File: src/rtl/cdr_pkg.sv
// Shared types and helpers for the CDR phase-interpolator code generator.
// Combinational helpers only; no state lives here.
// No backpressure: all consumers take one value per clock.
package cdr_pkg;

    // Default PI code geometry: 3-bit octant sector + 8-bit blend weight.
    localparam int CODE_W_DEF  = 11;
    // Fractional phase bits kept below the code LSB.
    localparam int PH_FRAC_DEF = 8;

    // Signed decision / vote: -1 retard, 0 hold, +1 advance.
    typedef enum logic signed [1:0] {
        VOTE_DN   = 2'sb11,
        VOTE_NONE = 2'sb00,
        VOTE_UP   = 2'sb01
    } vote_e;

    // Symmetric saturating add used by the frequency integrator.
    // The result is clamped to [-lim, +lim]; operands are small enough
    // that the 32-bit intermediate sum cannot overflow.
    function automatic logic signed [31:0] sat_add(
        input logic signed [31:0] a,
        input logic signed [31:0] b,
        input logic signed [31:0] lim
    );
        logic signed [31:0] s;
        s = a + b;
        if (s > lim) begin
            return lim;
        end
        if (s < -lim) begin
            return -lim;
        end
        return s;
    endfunction

endpackage

File: src/rtl/cdr_vote_window.sv
// Decimating bang-bang voter: sums Up/Dn votes over DECIM enabled cycles.
// Latency: dec_valid is combinational on the window's final enabled cycle.
// No backpressure: EN low freezes the window; Load clears it.
module cdr_vote_window
    import cdr_pkg::*;
#(
    parameter int DECIM = 8
) (
    input  logic  CLK,
    input  logic  RST,
    input  logic  EN,
    input  logic  Up,
    input  logic  Dn,
    input  logic  Load,
    output logic  dec_valid,
    output vote_e dec
);

    localparam int CNT_W = (DECIM > 1) ? $clog2(DECIM) : 1;
    // Sum spans -DECIM..+DECIM, so one sign bit on top of the magnitude.
    localparam int SUM_W = $clog2(DECIM + 1) + 1;
    localparam logic [CNT_W-1:0] CNT_LAST = CNT_W'(DECIM - 1);

    logic [CNT_W-1:0]        count;
    logic signed [SUM_W-1:0] sum;
    logic signed [SUM_W-1:0] sum_nxt;
    logic signed [1:0]       vote_v;
    vote_e                   vote;
    logic                    last;

    // Per-cycle vote: conflicting or absent votes count as zero.
    always_comb begin
        vote = VOTE_NONE;
        if (Up && !Dn) begin
            vote = VOTE_UP;
        end else if (Dn && !Up) begin
            vote = VOTE_DN;
        end
    end

    assign vote_v  = vote;
    assign sum_nxt = sum + SUM_W'(vote_v);
    assign last    = (count == CNT_LAST);

    // Window end fires only when enabled and not overridden by a preset.
    assign dec_valid = EN && last && !Load;

    // Decision is the sign of the sum including this cycle's vote.
    always_comb begin
        dec = VOTE_NONE;
        if (sum_nxt > 0) begin
            dec = VOTE_UP;
        end else if (sum_nxt < 0) begin
            dec = VOTE_DN;
        end
    end

    // Window position and running sum; held while EN is low.
    always_ff @(posedge CLK or posedge RST) begin
        if (RST) begin
            count <= '0;
            sum   <= '0;
        end else if (Load) begin
            count <= '0;
            sum   <= '0;
        end else if (EN) begin
            if (last) begin
                count <= '0;
                sum   <= '0;
            end else begin
                count <= count + 1'b1;
                sum   <= sum_nxt;
            end
        end
    end

endmodule

File: src/rtl/cdr_pi_code_gen.sv
// CDR loop filter producing the phase-interpolator code; optional integral path under CDR_FREQ_PATH_EN.
// Latency: Code/Code_Valid update on the DECIM-th enabled cycle of a window, or on the Load edge.
// No backpressure: the PI consumes every code; EN low stalls the loop, Load presets it.
module cdr_pi_code_gen
    import cdr_pkg::*;
#(
    parameter int CODE_W    = CODE_W_DEF,
    parameter int PH_FRAC   = PH_FRAC_DEF,
    parameter int DECIM     = 8,
    parameter int KP        = 256,
    parameter int KI        = 1,
    parameter int INT_W     = 16,
    parameter int INT_SHIFT = 4
) (
    input  logic                    CLK,
    input  logic                    RST,
    input  logic                    EN,
    input  logic                    Up,
    input  logic                    Dn,
    input  logic                    Load,
    input  logic [CODE_W-1:0]       Code_Init,
    output logic [CODE_W-1:0]       Code,
    output logic                    Code_Valid,
    output logic signed [INT_W-1:0] Freq_Word
);

    localparam int ACC_W = CODE_W + PH_FRAC;
    localparam logic [ACC_W-1:0] KP_STEP = ACC_W'(KP);

    logic [ACC_W-1:0] phase_acc;
    logic [ACC_W-1:0] prop_step;
    logic [ACC_W-1:0] phase_step;
    logic             dec_valid;
    vote_e            dec;

    cdr_vote_window #(
        .DECIM (DECIM)
    ) u_vote (
        .CLK       (CLK),
        .RST       (RST),
        .EN        (EN),
        .Up        (Up),
        .Dn        (Dn),
        .Load      (Load),
        .dec_valid (dec_valid),
        .dec       (dec)
    );

    // Proportional phase kick; negative steps rely on modulo wrap of the accumulator.
    always_comb begin
        prop_step = '0;
        case (dec)
            VOTE_UP: prop_step = KP_STEP;
            VOTE_DN: prop_step = '0 - KP_STEP;
            default: prop_step = '0;
        endcase
    end

`ifdef CDR_FREQ_PATH_EN
    localparam logic signed [31:0] SAT_LIM = (32'sd1 <<< (INT_W - 1)) - 32'sd1;

    logic signed [INT_W-1:0] freq;
    logic signed [INT_W-1:0] freq_shr;
    logic signed [INT_W-1:0] freq_nxt;
    logic signed [31:0]      int_inc;
    logic [ACC_W-1:0]        int_step;

    // Integrator increment for this decision.
    always_comb begin
        int_inc = 32'sd0;
        case (dec)
            VOTE_UP: int_inc = 32'(KI);
            VOTE_DN: int_inc = -32'(KI);
            default: int_inc = 32'sd0;
        endcase
    end

    // Frequency contribution uses the pre-update integrator, sign-extended into the accumulator.
    assign freq_shr   = freq >>> INT_SHIFT;
    assign int_step   = ACC_W'(freq_shr);
    assign freq_nxt   = INT_W'(sat_add(32'(freq), int_inc, SAT_LIM));
    assign phase_step = prop_step + int_step;
    assign Freq_Word  = freq;

    // Integrator register: cleared by preset, saturating otherwise.
    always_ff @(posedge CLK or posedge RST) begin
        if (RST) begin
            freq <= '0;
        end else if (Load) begin
            freq <= '0;
        end else if (dec_valid) begin
            freq <= freq_nxt;
        end
    end
`else
    // First-order loop: no frequency state at all.
    assign phase_step = prop_step;
    assign Freq_Word  = '0;
`endif

    // Phase accumulator and update strobe; preset wins over a coincident window end.
    always_ff @(posedge CLK or posedge RST) begin
        if (RST) begin
            phase_acc  <= '0;
            Code_Valid <= 1'b0;
        end else if (Load) begin
            phase_acc  <= {Code_Init, {PH_FRAC{1'b0}}};
            Code_Valid <= 1'b1;
        end else if (dec_valid) begin
            phase_acc  <= phase_acc + phase_step;
            Code_Valid <= 1'b1;
        end else begin
            Code_Valid <= 1'b0;
        end
    end

    // Code is the integer part of the registered accumulator.
    assign Code = phase_acc[ACC_W-1 -: CODE_W];

endmodule

File: config.mk
export PLATFORM = sky130hd
export DESIGN_NAME = cdr_pi_code_gen
export DESIGN_NICKNAME = d
export VERILOG_FILES = /design/src/rtl/cdr_pkg.sv /design/src/rtl/cdr_vote_window.sv /design/src/rtl/cdr_pi_code_gen.sv
export SDC_FILE = /design/constraint.sdc
export NUM_CORES = 1
export LEC_CHECK = 0
export CORE_ASPECT_RATIO = 1.2
export CORE_MARGIN = 1.5
export CORE_UTILIZATION = 44
export DETAILED_ROUTE_END_ITERATION = 8
export GPL_ROUTABILITY_DRIVEN = 0
export GPL_TIMING_DRIVEN = 0
export PLACE_DENSITY = 0.88
export SYNTH_ARGS = -nofsm -noshare
export SYNTH_HDL_FRONTEND = slang
export SYNTH_HIERARCHICAL = 1
export SYNTH_SLANG_ARGS = --single-unit
File: constraint.sdc
create_clock -name CLK -period 3.5 [get_ports CLK]
set_input_delay 0.525 -clock CLK [delete_from_list [all_inputs] [get_ports CLK]]
set_output_delay 0.525 -clock CLK [all_outputs]
set_load 0.01 [all_outputs]
# Word level (Yosys, flattened, before mapping)
# Cells that the tools add are included.
[totals]
ff_bits = 28
input_bits = 17
output_inout_bits = 28
wordCells = 36
[op_classes]
add_sub_neg = 3
magnitude_cmp = 2
eq_ne = 3
muxes = 15
reduce_logical = 9
[ops]
columns = ["operator", "n"]
rows = [
  ["$mux W19", 2],
  ["$pmux W19 S2", 1],
  ["$add A19 B19 Y19", 1],
  ["$mux W5", 3],
  ["$mux W3", 3],
  ["$mux W2", 4],
  ["$add A5 B2 Y5", 1],
  ["$gt A5 B1 Y1 const B", 1],
  ["$lt A5 B1 Y1 const B", 1],
  ["$logic_and A1 B1 Y1", 4],
  ["$reduce_bool A2 Y1", 2],
  ["$add A3 B1 Y3 const B", 1],
  ["$eq A3 B3 Y1 const B", 1],
  ["$logic_not A1 Y1", 3],
  ["$eq A2 B1 Y1 const B", 1],
  ["$eq A2 B2 Y1 const B", 1],
  ["$mux W1", 2],
]

# Longest topological paths before layout
# Gate-level depths: netlist of run 1.
[logic_depth]
ltp_word = 13
mapped_depth = 16
ltp_nobuf = 16

# Cells and area by module
# Netlist of run 1, hierarchy kept.
[by_module_without_submodules]
columns = ["module", "instances", "cells_each", "area_per_inst_um2", "seq_area_each_um2"]
rows = [
  ["cdr_pi_code_gen", 1, 130, 1099.8, 300.3],
  ["cdr_vote_window", 1, 67, 620.6, 200.2],
]

# Worst setup path after synthesis of run 1
# No wires, ideal clock.
[synth_timing]
path_kind = "input to register"
from = "input port Up"
to = "register phase_acc[18]"
setup_time_ns = 0.136
t_arrival_ns = 3.633
required_time_ns = 3.364
slack_ns = -0.269
stages = 16
path_buffers = 1
path_cell_list = "inv_1 -> ha_1 -> inv_1 -> ha_1 -> ha_1 -> o211ai_1 -> a21boi_0 -> or3_1 -> o2111ai_1 -> clkbuf_1 -> ha_1 -> ha_1 -> and3_2 -> nand3_1 -> o2111ai_1 -> or3b_2"
[synth_between]
elab_chain_len = 13
elab_cells_between_ends = 16
classes_between = "add/sub (2); order compare (2); eq/ne (2); mux (7); reduce/logical (3)"
[synth_lines]
columns = ["element", "line_no", "rtl"]
rows = [
  ["start, declared", "cdr_pi_code_gen.sv:18", "input logic Up,"],
  ["$logic_not A1 Y1", "cdr_vote_window.sv:36", "end else if (Dn && !Up) begin"],
  ["$logic_and A1 B1 Y1", "cdr_vote_window.sv:36", ""],
  ["$mux W2", "cdr_vote_window.sv:36", ""],
  ["$mux W2 (*)", "cdr_vote_window.sv:34", "if (Up && !Dn) begin"],
  ["$add A5 B2 Y5 (*)", "cdr_vote_window.sv:42", "assign sum_nxt = sum + SUM_W'(vote_v);"],
  ["$lt A5 B1 Y1", "cdr_vote_window.sv:53", "end else if (sum_nxt < 0) begin"],
  ["$mux W2", "cdr_vote_window.sv:53", ""],
  ["$mux W2 (*)", "cdr_vote_window.sv:51", "if (sum_nxt > 0) begin"],
  ["named net dec[0]", "cdr_pi_code_gen.sv:34", "vote_e dec;"],
  ["$eq A2 B2 Y1 or $eq A2 B1 Y1 (tied branches)", "cdr_pi_code_gen.sv:52", "case (dec)"],
  ["$pmux W19 S2 (*)", "cdr_pi_code_gen.sv:52", ""],
  ["$add A19 B19 Y19 (*)", "cdr_pi_code_gen.sv:110", "phase_acc <= phase_acc + phase_step;"],
  ["$mux W19 (*)", "cdr_pi_code_gen.sv:109", "end else if (dec_valid) begin"],
  ["$mux W19 (*)", "cdr_pi_code_gen.sv:106", "end else if (Load) begin"],
  ["end signal, assigned", "cdr_pi_code_gen.sv:107", "phase_acc <= {Code_Init, {PH_FRAC{1'b0}}};"],
  ["end signal, assigned", "cdr_pi_code_gen.sv:110", ""],
  ["end, declared", "cdr_pi_code_gen.sv:30", "logic [ACC_W-1:0] phase_acc;"],
]
# The timed path passes the listed nets; every way through them passes the cells marked *. The select of a mux whose other input is x is not followed.
# A chain may end at the register's enable or synchronous reset.

# Worst setup path in the final report of run 1
[layout_timing]
from = "input port Dn"
to = "register phase_acc[16]"
[layout_between]
elab_chain_len = 12
elab_cells_between_ends = 16
classes_between = "add/sub (2); order compare (2); eq/ne (2); mux (7); reduce/logical (3)"
[layout_lines]
columns = ["element", "line_no", "rtl"]
rows = [
  ["start, declared", "cdr_pi_code_gen.sv:19", "input logic Dn,"],
  ["$logic_and A1 B1 Y1 or $logic_not A1 Y1 (tied branches)", "cdr_vote_window.sv:36, cdr_vote_window.sv:34", ""],
  ["$mux W2 or $logic_and A1 B1 Y1 (tied branches)", "cdr_vote_window.sv:36, cdr_vote_window.sv:34", ""],
  ["$mux W2 (*)", "cdr_vote_window.sv:34", ""],
  ["$add A5 B2 Y5 (*)", "cdr_vote_window.sv:42", ""],
  ["$lt A5 B1 Y1", "cdr_vote_window.sv:53", ""],
  ["$mux W2", "cdr_vote_window.sv:53", ""],
  ["$mux W2 (*)", "cdr_vote_window.sv:51", ""],
  ["named net dec[0]", "cdr_pi_code_gen.sv:34", ""],
  ["$eq A2 B2 Y1 or $eq A2 B1 Y1 (tied branches)", "cdr_pi_code_gen.sv:52", ""],
  ["$pmux W19 S2 (*)", "cdr_pi_code_gen.sv:52", ""],
  ["$add A19 B19 Y19 (*)", "cdr_pi_code_gen.sv:110", ""],
  ["$mux W19 (*)", "cdr_pi_code_gen.sv:109", ""],
  ["$mux W19 (*)", "cdr_pi_code_gen.sv:106", ""],
]
# Marked as above.

==> results of run 1 <==
-- layout by cell type, fill, tap and decap left out, types with 3 or more instances in the layout --
cell type and count:
sky130_fd_sc_hd__mux2i_1 4, sky130_fd_sc_hd__conb_1 16, sky130_fd_sc_hd__clkdlybuf4s50_1 26, sky130_fd_sc_hd__clkbuf_8 4
sky130_fd_sc_hd__nor4_1 3, sky130_fd_sc_hd__o21ai_0 5, sky130_fd_sc_hd__nand3_1 4, sky130_fd_sc_hd__a21oi_1 6
sky130_fd_sc_hd__clkbuf_1 3, sky130_fd_sc_hd__nor3_1 4, sky130_fd_sc_hd__nand2_1 20, sky130_fd_sc_hd__inv_1 4
sky130_fd_sc_hd__or3_1 4, sky130_fd_sc_hd__ha_4 6, sky130_fd_sc_hd__nor2_1 10, sky130_fd_sc_hd__buf_4 30
sky130_fd_sc_hd__o211ai_1 6, sky130_fd_sc_hd__ha_1 3, sky130_fd_sc_hd__buf_6 4, sky130_fd_sc_hd__dfrtp_1 20
sky130_fd_sc_hd__nand3b_1 3, sky130_fd_sc_hd__nand2b_1 5
-- layout make-up --
| type | instances | area [sq um] | share of cell area, % |
|---|---|---|---|
| flip-flops and latches | 20 | 500.5 | 20.03 |
| well taps | 52 | 65.06 | 2.604 |
| multi-input cells | 161 | 1280 | 51.23 |
| clock buffers | 4 | 55.05 | 2.203 |
| plain buffers | 24 | 175.2 | 7.011 |
| inverters | 7 | 31.28 | 1.252 |
| repair buffers | 42 | 391.6 | 15.67 |
-- routing by layer --
| layer | wire length [um] | GRT usage, % | up-vias |
|---|---|---|---|
| li1 | - | - | 815 |
| met1 | 1754 | 27.37 | 797 |
| met2 | 2337 | 38.41 | 55 |
| met3 | 189 | 1.986 | 10 |
| met4 | 100 | 10.62 | 0 |
| met5 | 0 | 0 | - |
-- worst paths after layout --
check,to,cells past startpoint,from
max,phase_acc[16]$_DFFE_PP0P_,16,Dn
min,u_vote/count[2]$_DFFE_PP0P_,2,u_vote/count[2]$_DFFE_PP0P_
max reg2reg,phase_acc[16]$_DFFE_PP0P_,13,u_vote/sum[1]$_DFFE_PP0P_
min reg2reg,u_vote/count[2]$_DFFE_PP0P_,2,u_vote/count[2]$_DFFE_PP0P_
max in group asynchronous,phase_acc[10]$_DFFE_PP0P_,2,RST
min in group asynchronous,u_vote/sum[0]$_DFFE_PP0P_,2,RST
-- flip-flops by register name, summed over array words and instances, names as in the netlist --
register,cells
phase_acc,11
u_vote/sum,5
u_vote/count,3
Code_Valid,1
-- critical path, cell delays in order --
cell                        delay [ps]
sky130_fd_sc_hd__buf_6             100
sky130_fd_sc_hd__ha_4              250
sky130_fd_sc_hd__inv_2              30
sky130_fd_sc_hd__ha_4              160
sky130_fd_sc_hd__ha_4              170
sky130_fd_sc_hd__o211ai_1          220
sky130_fd_sc_hd__a21boi_2          120
sky130_fd_sc_hd__or3_4             410
sky130_fd_sc_hd__o2111ai_4         110
sky130_fd_sc_hd__nand2_2           120
sky130_fd_sc_hd__xnor2_2           170
sky130_fd_sc_hd__ha_4              190
sky130_fd_sc_hd__nor4bb_4          320
sky130_fd_sc_hd__nand2_2           130
sky130_fd_sc_hd__o221a_4           270
sky130_fd_sc_hd__a221o_1           250
-- metrics by stage --
stage	total power [mW]	setup slack [ps]
2_1_floorplan	0.4440	-5.776
3_3_place_gp	0.5145	-651.4
3_5_place_dp	0.5212	-729.0
4_1_cts	0.7408	2.736
5_1_grt	0.7884	-34.44
6_report	0.7466	90.88
-- synth_stat cells, drive strengths merged, types with 2 or more instances --
cell	count
a211o	2
a21boi	4
a21oi	6
a221o	2
and3	2
and3b	3
and4	3
buf	19
clkbuf	5
dfrtp	20
ha	9
inv	6
mux2	2
mux2i	4
nand2	23
nand2b	5
nand3	5
nand3b	3
nand4	2
nor2	10
nor2b	2
nor3	5
nor4	3
o2111ai	2
o211ai	7
o21a	2
o21ai	6
o221a	2
o22ai	2
or3	5
or3b	2
or4	3
xnor2	3
xor2	2
-- timing repair --
action | in CTS | in global routing
pin swaps | 12 | 11
resized for setup | 20 | 10
setup endpoints to repair | 6 | 6
buffers inserted | 11 | 3
-- power by group --
| part | internal, mW | switching [mW] |
|---|---|---|
| combinational | 0.154 | 0.130 |
| sequential | 0.250 | 0.0291 |
| clock | 0.100 | 0.0828 |
-- cell families (layout without fill, tap and decap cells) --
logic type,after synthesis,count (layout),synth area share [%]
and+or+nand+nor,83,83,28.00
AOI/OAI and AO/OA,42,42,18.33
buffers and inverters,31,77,11.64
DFF,20,20,29.09
adders and majority gates,9,9,6.546
muxes,6,6,3.636
xor gates and xnor gates,5,5,2.546
other,1,16,0.2180
==> results list, run 1 <==
- # diodes: 0
- The final layout contains routed wiring with a total length of approximately 4.4 mm.
- Post-Syn Instances: 197
- Post-route core utilization: 67.65%
* Cell area power density: 298.8 nW/um^2
- The tool flagged a number of max-cap violations equal to 0.
- Number of global-route vias before repair: 1654
- The first TritonRoute pass finished after 4 iterations.
- By area the synthesized netlist is led by sky130_fd_sc_hd__dfrtp_1, sky130_fd_sc_hd__buf_4, sky130_fd_sc_hd__ha_1, sky130_fd_sc_hd__nand2_1, sky130_fd_sc_hd__o211ai_1.
- Max_slew headroom: 58.64%
* R2R setup slack: roughly 220 ps
- Horizontal extent of the die: 60.08 um
- DP Area: 2237 sq um
- Detailed placement finished with a half-perimeter wire length of ~2.9 mm.
- Kind of launch point of the worst setup path: primary input
- Number of hold violations in the final report: 0
- CP Class: primary input to flop
* Die Outline Area: about 4300 sq um
- In this run the remaining antenna-violating nets after routing total 0.
- Largest voltage drop on the vdd net: about 0.19 mV
- Based on the critical path, the design can be clocked at up to 0.2933 GHz.
- The total area inside the core boundary comes to 3694 sq um.
- The clock passes through at most 2 buffers.
- The final layout contains 285 nets.
* Top-level port count: 45
- In the global route stage, overall resource usage came out at 22.31%.
- Input and output buffers added on the ports amount to 28.
* Cell type with the highest aggregate area in the netlist: sky130_fd_sc_hd__dfrtp_1
- The finished layout holds 310 standard cells, fillers aside.
* Average routed wire per standard cell: 14.14 um
- Dividing the synthesized area by the synthesized cell count gives 8.733 sq um.
- In this run the worst hold path is classified as flop to flop.
- Clock slew seen by the registers of the worst setup and hold paths: 80 ps
- The number of antenna violations at the first check in global routing was 0.
* Initial core utilization: 46.58%
- The clock arrives with 6.846 ps of skew.
- Share of cells above drive strength 1: 29.46%
- STA classifies the critical path endpoint as a flop.
- Yosys mapped a number of flops with a built-in enable equal to 0.
- After filler insertion, the fill cell instance count of the layout stands at 282.
* Total of hold buffers inserted after clock tree synthesis: 0
- Die Span Y: 71.50 um
* Global-route wire length before repair: 7.389 mm
- The routed layout has between 1.5k and 2k vias.
- Worst-Margin Slew: approximately 610 ps
- Entering global routing, the biggest net connects 13 pins.
- CTS tree: done
- Master cell of the clock root buffer: sky130_fd_sc_hd__clkbuf_8
- In this run the worst path has a maximum fanout of 4.
- Setup violations remaining at the end of the flow were counted as 0.
- Accumulated negative setup slack: 0 ps
* Core Rows: 24
- During synthesis, Yosys emitted a total of 6 warnings.
* Share of Yosys cell area claimed by the top area cell type: 29.09%
- Counting the buffers created by CTS gives 3.
- Of the synthesized area, sequential elements account for 29.09%.
* Top FF cell, synth: sky130_fd_sc_hd__dfrtp_1
- Worst-skew pair later-pin latency: between 200 and 300 ps
* Unrepaired setup endpoints after global routing: yes
* Max-slew violation total from the final report: 0
* Post-layout min period: 3409 ps
* Leakage power figure: 1.042 nW
- H-tree levels: 1
* Synthesis-to-finish area growth: 45.24%
* Total gr overflow: 0
- Post-synthesis async set-or-reset flop share: 100.0%
- Part of the cycle the worst path needs: 97.40%
- Data arrives at the worst endpoint at ~3600 ps.
* Number of DRC violations after detailed-routing iteration 0: 79
- Across all hold checks on the routed design, the worst slack comes to 539.9 ps.
* Number of remaining DRC errors: 0
* Run status: completed
- Dividing the detail-routed via count by the number of cells gives about 5.4.
- Post-synthesis cell area: 1720 sq um
* Number of sinks handled by clock tree synthesis: 20
* Cell Count Post-Placement: 292
* Area of all placed cells without fillers: 2499 sq um
* Count of different cell masters after synthesis: 58
- Synth Register Bits: 20
- For the worst setup path, the data required time is 3660 ps.
Power figures use the tool's default switching activity.
==> inputs of run 2 (changes only) <==
--- a/config.mk
+++ b/config.mk
@@ -5,13 +5,14 @@
 export SDC_FILE = /design/constraint.sdc
 export NUM_CORES = 1
 export LEC_CHECK = 0
+export ABC_AREA = 1
 export CORE_ASPECT_RATIO = 1.2
 export CORE_MARGIN = 1.5
-export CORE_UTILIZATION = 44
+export CORE_UTILIZATION = 45
 export DETAILED_ROUTE_END_ITERATION = 8
 export GPL_ROUTABILITY_DRIVEN = 0
 export GPL_TIMING_DRIVEN = 0
-export PLACE_DENSITY = 0.88
+export PLACE_DENSITY = 0.89
 export SYNTH_ARGS = -nofsm -noshare
 export SYNTH_HDL_FRONTEND = slang
 export SYNTH_HIERARCHICAL = 1
==> run 2 against run 1 <==
Non-clock buffer count decreased by 14; register-to-register slack better by 550 ps; count of clock-buffer cells in the layout down 1; flip-flop and latch count is the same; critical path depth up 8; die area up 3.3%; global-route usage shrank 1.5 points; core utilization decreased by 6.4 points; power up 21%; setup slack improved by 73 ps; synthesized cell count is 39% higher; synthesized area is 5.8% higher; highest routed layer unchanged.
==> results list, run 2 <==
- The flow ran to the end, and the final reports show no timing, DRC or antenna violations.
- In the layout the commonest cells are sky130_fd_sc_hd__nand2_1, sky130_fd_sc_hd__inv_1, sky130_fd_sc_hd__clkdlybuf4s50_1.
* Most frequent cell after synthesis: sky130_fd_sc_hd__nand2_1
* Share of cells above drive strength 1: 21.05% (-8.4 points)
* Clk pwr share: 26.2% (+1.7 points)
- The number of primary I/O pins was 45 (unchanged).
* Post-layout min period: 3336 ps (-73.30 ps)
- In the final layout, the registers with the most flip-flops are phase_acc: 11 flops, u_vote/sum: 5 flops, u_vote/count: 3 flops.
- STA classifies the critical path startpoint as a primary input.
* Clock buffer count from CTS: 3 (unchanged)
- The clock-pin transition on the worst setup and hold timing paths came to 80 ps (about the same).
- By count the netlist is led by sky130_fd_sc_hd__nand2_1, sky130_fd_sc_hd__inv_1, sky130_fd_sc_hd__nand3_1.
- The total number of vias came to 1843 (+9.9%).
- The number of antenna violations at the first check in global routing came to 0 (unchanged).
* Max reg flops: 11 (unchanged)
- Peak Freq: 0.2998 GHz (+2.2%)
- Number of DRC violations after detailed-routing iteration 0: 70 (-11%)
* Post-synthesis cell area: 1820 sq um (+5.8%)
- Relative to the synthesized area, the layout overhead comes to 31.48%.
- Detailed placement HPWL: 3.203 mm (+8.7%)
* Count of different cell masters after synthesis: 27 (-53%)
- Global-route total usage across every layer: 20.77% (-1.5 points)
- The path class of the tightest hold or removal check is flop to flop.
* Share of total power consumed by net switching: 37.08% (+4.7 points)
- The number of cells after detailed placement came to 370 (+27%).
* Drt via density: 4.889 (-9.6%)
- Endpoint type of the worst setup path: flop
- The arrival time reported for the critical path endpoint is 3530 ps (-40 ps).
* Horizontal extent of the die: 61.06 um (+1.6%)
- The count of port buffers added during placement is 28 (unchanged).
- H-tree levels: 1 (unchanged)
- Clock Skews: 1.284 ps (-5.562 ps)
- Number of hold violations in the final report: 0 (unchanged)
* Most common cell after layout, fill and taps aside: sky130_fd_sc_hd__nand2_1
- Number of sinks handled by clock tree synthesis: 20 (unchanged)
- The sequential share of power was 29.9% (-7.5 points).
- # diodes: 0 (unchanged)
- The number of antenna-violating nets in the routed design was 0 (unchanged).
* Internal Dissipation: 0.5676 mW (+12%)
- Largest Register: phase_acc
* Pin count of the biggest net entering global routing: 13 (unchanged)
* CP Class: primary input to flop
- The area of all placed cells without fillers was 2394 sq um (-4.2%).
- The die outline height was 72.68 um (+1.7%).
- Part of the cycle the worst path needs: 95.31% (-2.1 points)
- Floorplan Core Area: 3910 sq um (+5.9%)
- Synth Register Bits: 20 (unchanged)
- DP Area: 2225 sq um (-0.56%)
* Max-slew violation total from the final report: 0 (unchanged)
* Cell type with the highest aggregate area in the netlist: sky130_fd_sc_hd__dfrtp_1
- The number of maximum-capacitance constraint violations came to 0 (unchanged).
* Worst-skew pair later-pin latency: 260 ps (about the same)
- The headroom to the max-slew limit was 48.33% (-10 points).
- Leakage power figure: 1.255 nW (+20%)
* Synthesized area divided by synthesized cell count: 6.668 sq um (-24%)
- Die Outline Area: 4438 sq um (+3.3%)
- The sequential fraction of the synthesis area was 27.49% (-1.6 points).
- CTS tree: done
- Top FF cell, synth: sky130_fd_sc_hd__dfrtp_1
- Accumulated negative setup slack: 0 ps (unchanged)
* Net total in the final layout: 350 (+23%)
- Total of hold buffers inserted after clock tree synthesis: 0 (unchanged)
* Number of optimization iterations in the first detailed-route pass: 4 (unchanged)
* Synthesis Warnings: 6 (unchanged)
- Number of remaining DRC errors: 0 (unchanged)
- The count of flip-flops with a built-in enable after synthesis was 0 (unchanged).
- The fill cell instance count of the final layout is 352 (+25%).
- The worst-case clock buffer depth is 2 (unchanged).
- Core Rows: 25 (+4.2%)
* Master cell of the clock root buffer: sky130_fd_sc_hd__clkbuf_8
- The power density relative to cell area was 376.9 nW/um^2 (+26%).
- The initial standard-cell utilization of the core came to 46.56% (about the same).
- The endpoint required time on the critical path came to 3700 ps (+40 ps).
- The maximum VDD drop came to 0.2119 mV (+11%).
- The share of Yosys cell area claimed by the top area cell type came to 27.49% (-1.6 points).
- The total routed wirelength was 4.420 mm (+0.87%).
- Post-Syn Instances: 273 (+39%)
* Logic gate share of total power: 43.8% (+5.7 points)
- Worst-Margin Slew: 772.2 ps (+157.3 ps)
- The global-route wire length before repair is 7.010 mm (-5.1%).
* Average routed wire per standard cell: 11.72 um (-17%)
* Biggest area contributors in the synthesized netlist: sky130_fd_sc_hd__dfrtp_1, sky130_fd_sc_hd__nand2_1, sky130_fd_sc_hd__nand3_1, sky130_fd_sc_hd__inv_1, sky130_fd_sc_hd__buf_4
- Final Non-Filler Cells: 377 (+22%)
* Post-synthesis async set-or-reset flop share: 100.0% (unchanged)
- Power, Total: 0.9021 mW (+21%)
- The top fanout value on the critical path was 4 (unchanged).
- The number of failing setup endpoints in the final timing report was 0 (unchanged).
- The via count of the first global-routing pass is 1666 (+0.73%).
- The sum of overflow across all layers after global routing is 0 (unchanged).
- The switching power of the nets is 0.3345 mW (+38%).
## run 2: worst max-delay path, stage by stage
cell                              delay (ps)
sky130_fd_sc_hd__clkdlybuf4s50_1         450
sky130_fd_sc_hd__inv_1                    50
sky130_fd_sc_hd__ha_1                    270
sky130_fd_sc_hd__inv_1                    40
sky130_fd_sc_hd__ha_2                    170
sky130_fd_sc_hd__ha_1                    170
sky130_fd_sc_hd__inv_1                    60
sky130_fd_sc_hd__nand2_2                  70
sky130_fd_sc_hd__xor2_2                  160
sky130_fd_sc_hd__nor2_2                  170
sky130_fd_sc_hd__nand3_4                 110
sky130_fd_sc_hd__buf_6                   130
sky130_fd_sc_hd__clkbuf_1                 80
sky130_fd_sc_hd__ha_2                    170
sky130_fd_sc_hd__ha_1                    180
sky130_fd_sc_hd__inv_1                    70
sky130_fd_sc_hd__nand2_2                  90
sky130_fd_sc_hd__nand2_2                 100
sky130_fd_sc_hd__o21bai_4                 80
sky130_fd_sc_hd__nand2_1                  60
sky130_fd_sc_hd__nand2_1                  60
sky130_fd_sc_hd__nand2_1                  60
sky130_fd_sc_hd__nand2_1                  60
sky130_fd_sc_hd__o21ai_2                 140
## run 2: final timing paths
kind                       depth (start not counted)                          end  slack (ps)                   startpoint
hold reg to reg                                    2  u_vote/count[1]$_DFFE_PP0P_         490  u_vote/count[1]$_DFFE_PP0P_
min in group asynchronous                          2  u_vote/count[2]$_DFFE_PP0P_         540                          RST
setup reg to reg                                  24    phase_acc[16]$_DFFE_PP0P_         770    u_vote/sum[1]$_DFFE_PP0P_
max in group asynchronous                          2    phase_acc[18]$_DFFE_PP0P_        2530                          RST
hold / removal                                     2  u_vote/count[1]$_DFFE_PP0P_         490  u_vote/count[1]$_DFFE_PP0P_
setup / recovery                                  24    phase_acc[16]$_DFFE_PP0P_         160                           Up
## run 2: cells by family after synthesis
family	count (synthesis)	synth area share, %
adder cells (fa/ha/maj)	9	6.186
other	1	0.2060
XOR/XNOR	5	2.405
flip-flops	20	27.49
buffers and inverters	62	17.05
AND/OR/NAND/NOR	145	35.12
AO/OA/AOI/OAI	31	11.55
## run 2: what timing repair did
item,in CTS,in global routing
gates cloned,0,0
pin swaps,0,10
resized for setup,3,17
setup buffers,0,3
endpoints found under the setup margin,2,5
## run 2: layer usage
metal	global-route usage, %	routed length [um]	share of wire [%]
met5	0	0	0
met4	9.420	136	3.1
met3	3.014	186	4.2
met2	37.00	2373	54
met1	23.64	1724	39
## run 2: area by class of cell
cell class                      instances  area [sq um]  share of cell area, %
Sequential cell                        20         500.5                  20.91
Clock inverter                          1         30.03                  1.255
Clock buffer                            3         41.29                  1.725
Timing Repair Buffer                   31         302.8                  12.65
Inverter                               41         156.4                  6.534
Tap cell                               54         67.56                  2.823
Buffer                                 21         161.4                  6.743
Multi-Input combinational cell        206          1134                  47.36
## run 2: power groups by stage
stage	logic (mW)	registers [mW]	clock network, mW
after global routing	0.438	0.273	0.248
after floorplan	0.259	0.275	0
after CTS	0.365	0.269	0.238
after detailed placement	0.358	0.274	0
final	0.396	0.270	0.237
after global placement	0.347	0.273	0
## run 2: metrics by stage
| stage | worst slack [ps] | hold slack (ps) | util (%) |
|---|---|---|---|
| after floorplan | 458.2 | 340.7 | - |
| after global placement | -295.7 | 458.0 | 56.90 |
| after detailed placement | -359.9 | 473.4 | 56.90 |
| after CTS | 10.26 | 491.9 | 59.01 |
| after global routing | -18.98 | 521.0 | 61.22 |
| final | 164.2 | 487.6 | 61.22 |
==> inputs of run 3 (changes only) <==
--- a/config.mk
+++ b/config.mk
@@ -17,3 +17,4 @@
 export SYNTH_HDL_FRONTEND = slang
 export SYNTH_HIERARCHICAL = 1
 export SYNTH_SLANG_ARGS = --single-unit
+export TNS_END_PERCENT = 5
==> results of run 3 <==
Same layout as run 2: the final DEF is identical, and so are final timing and power.
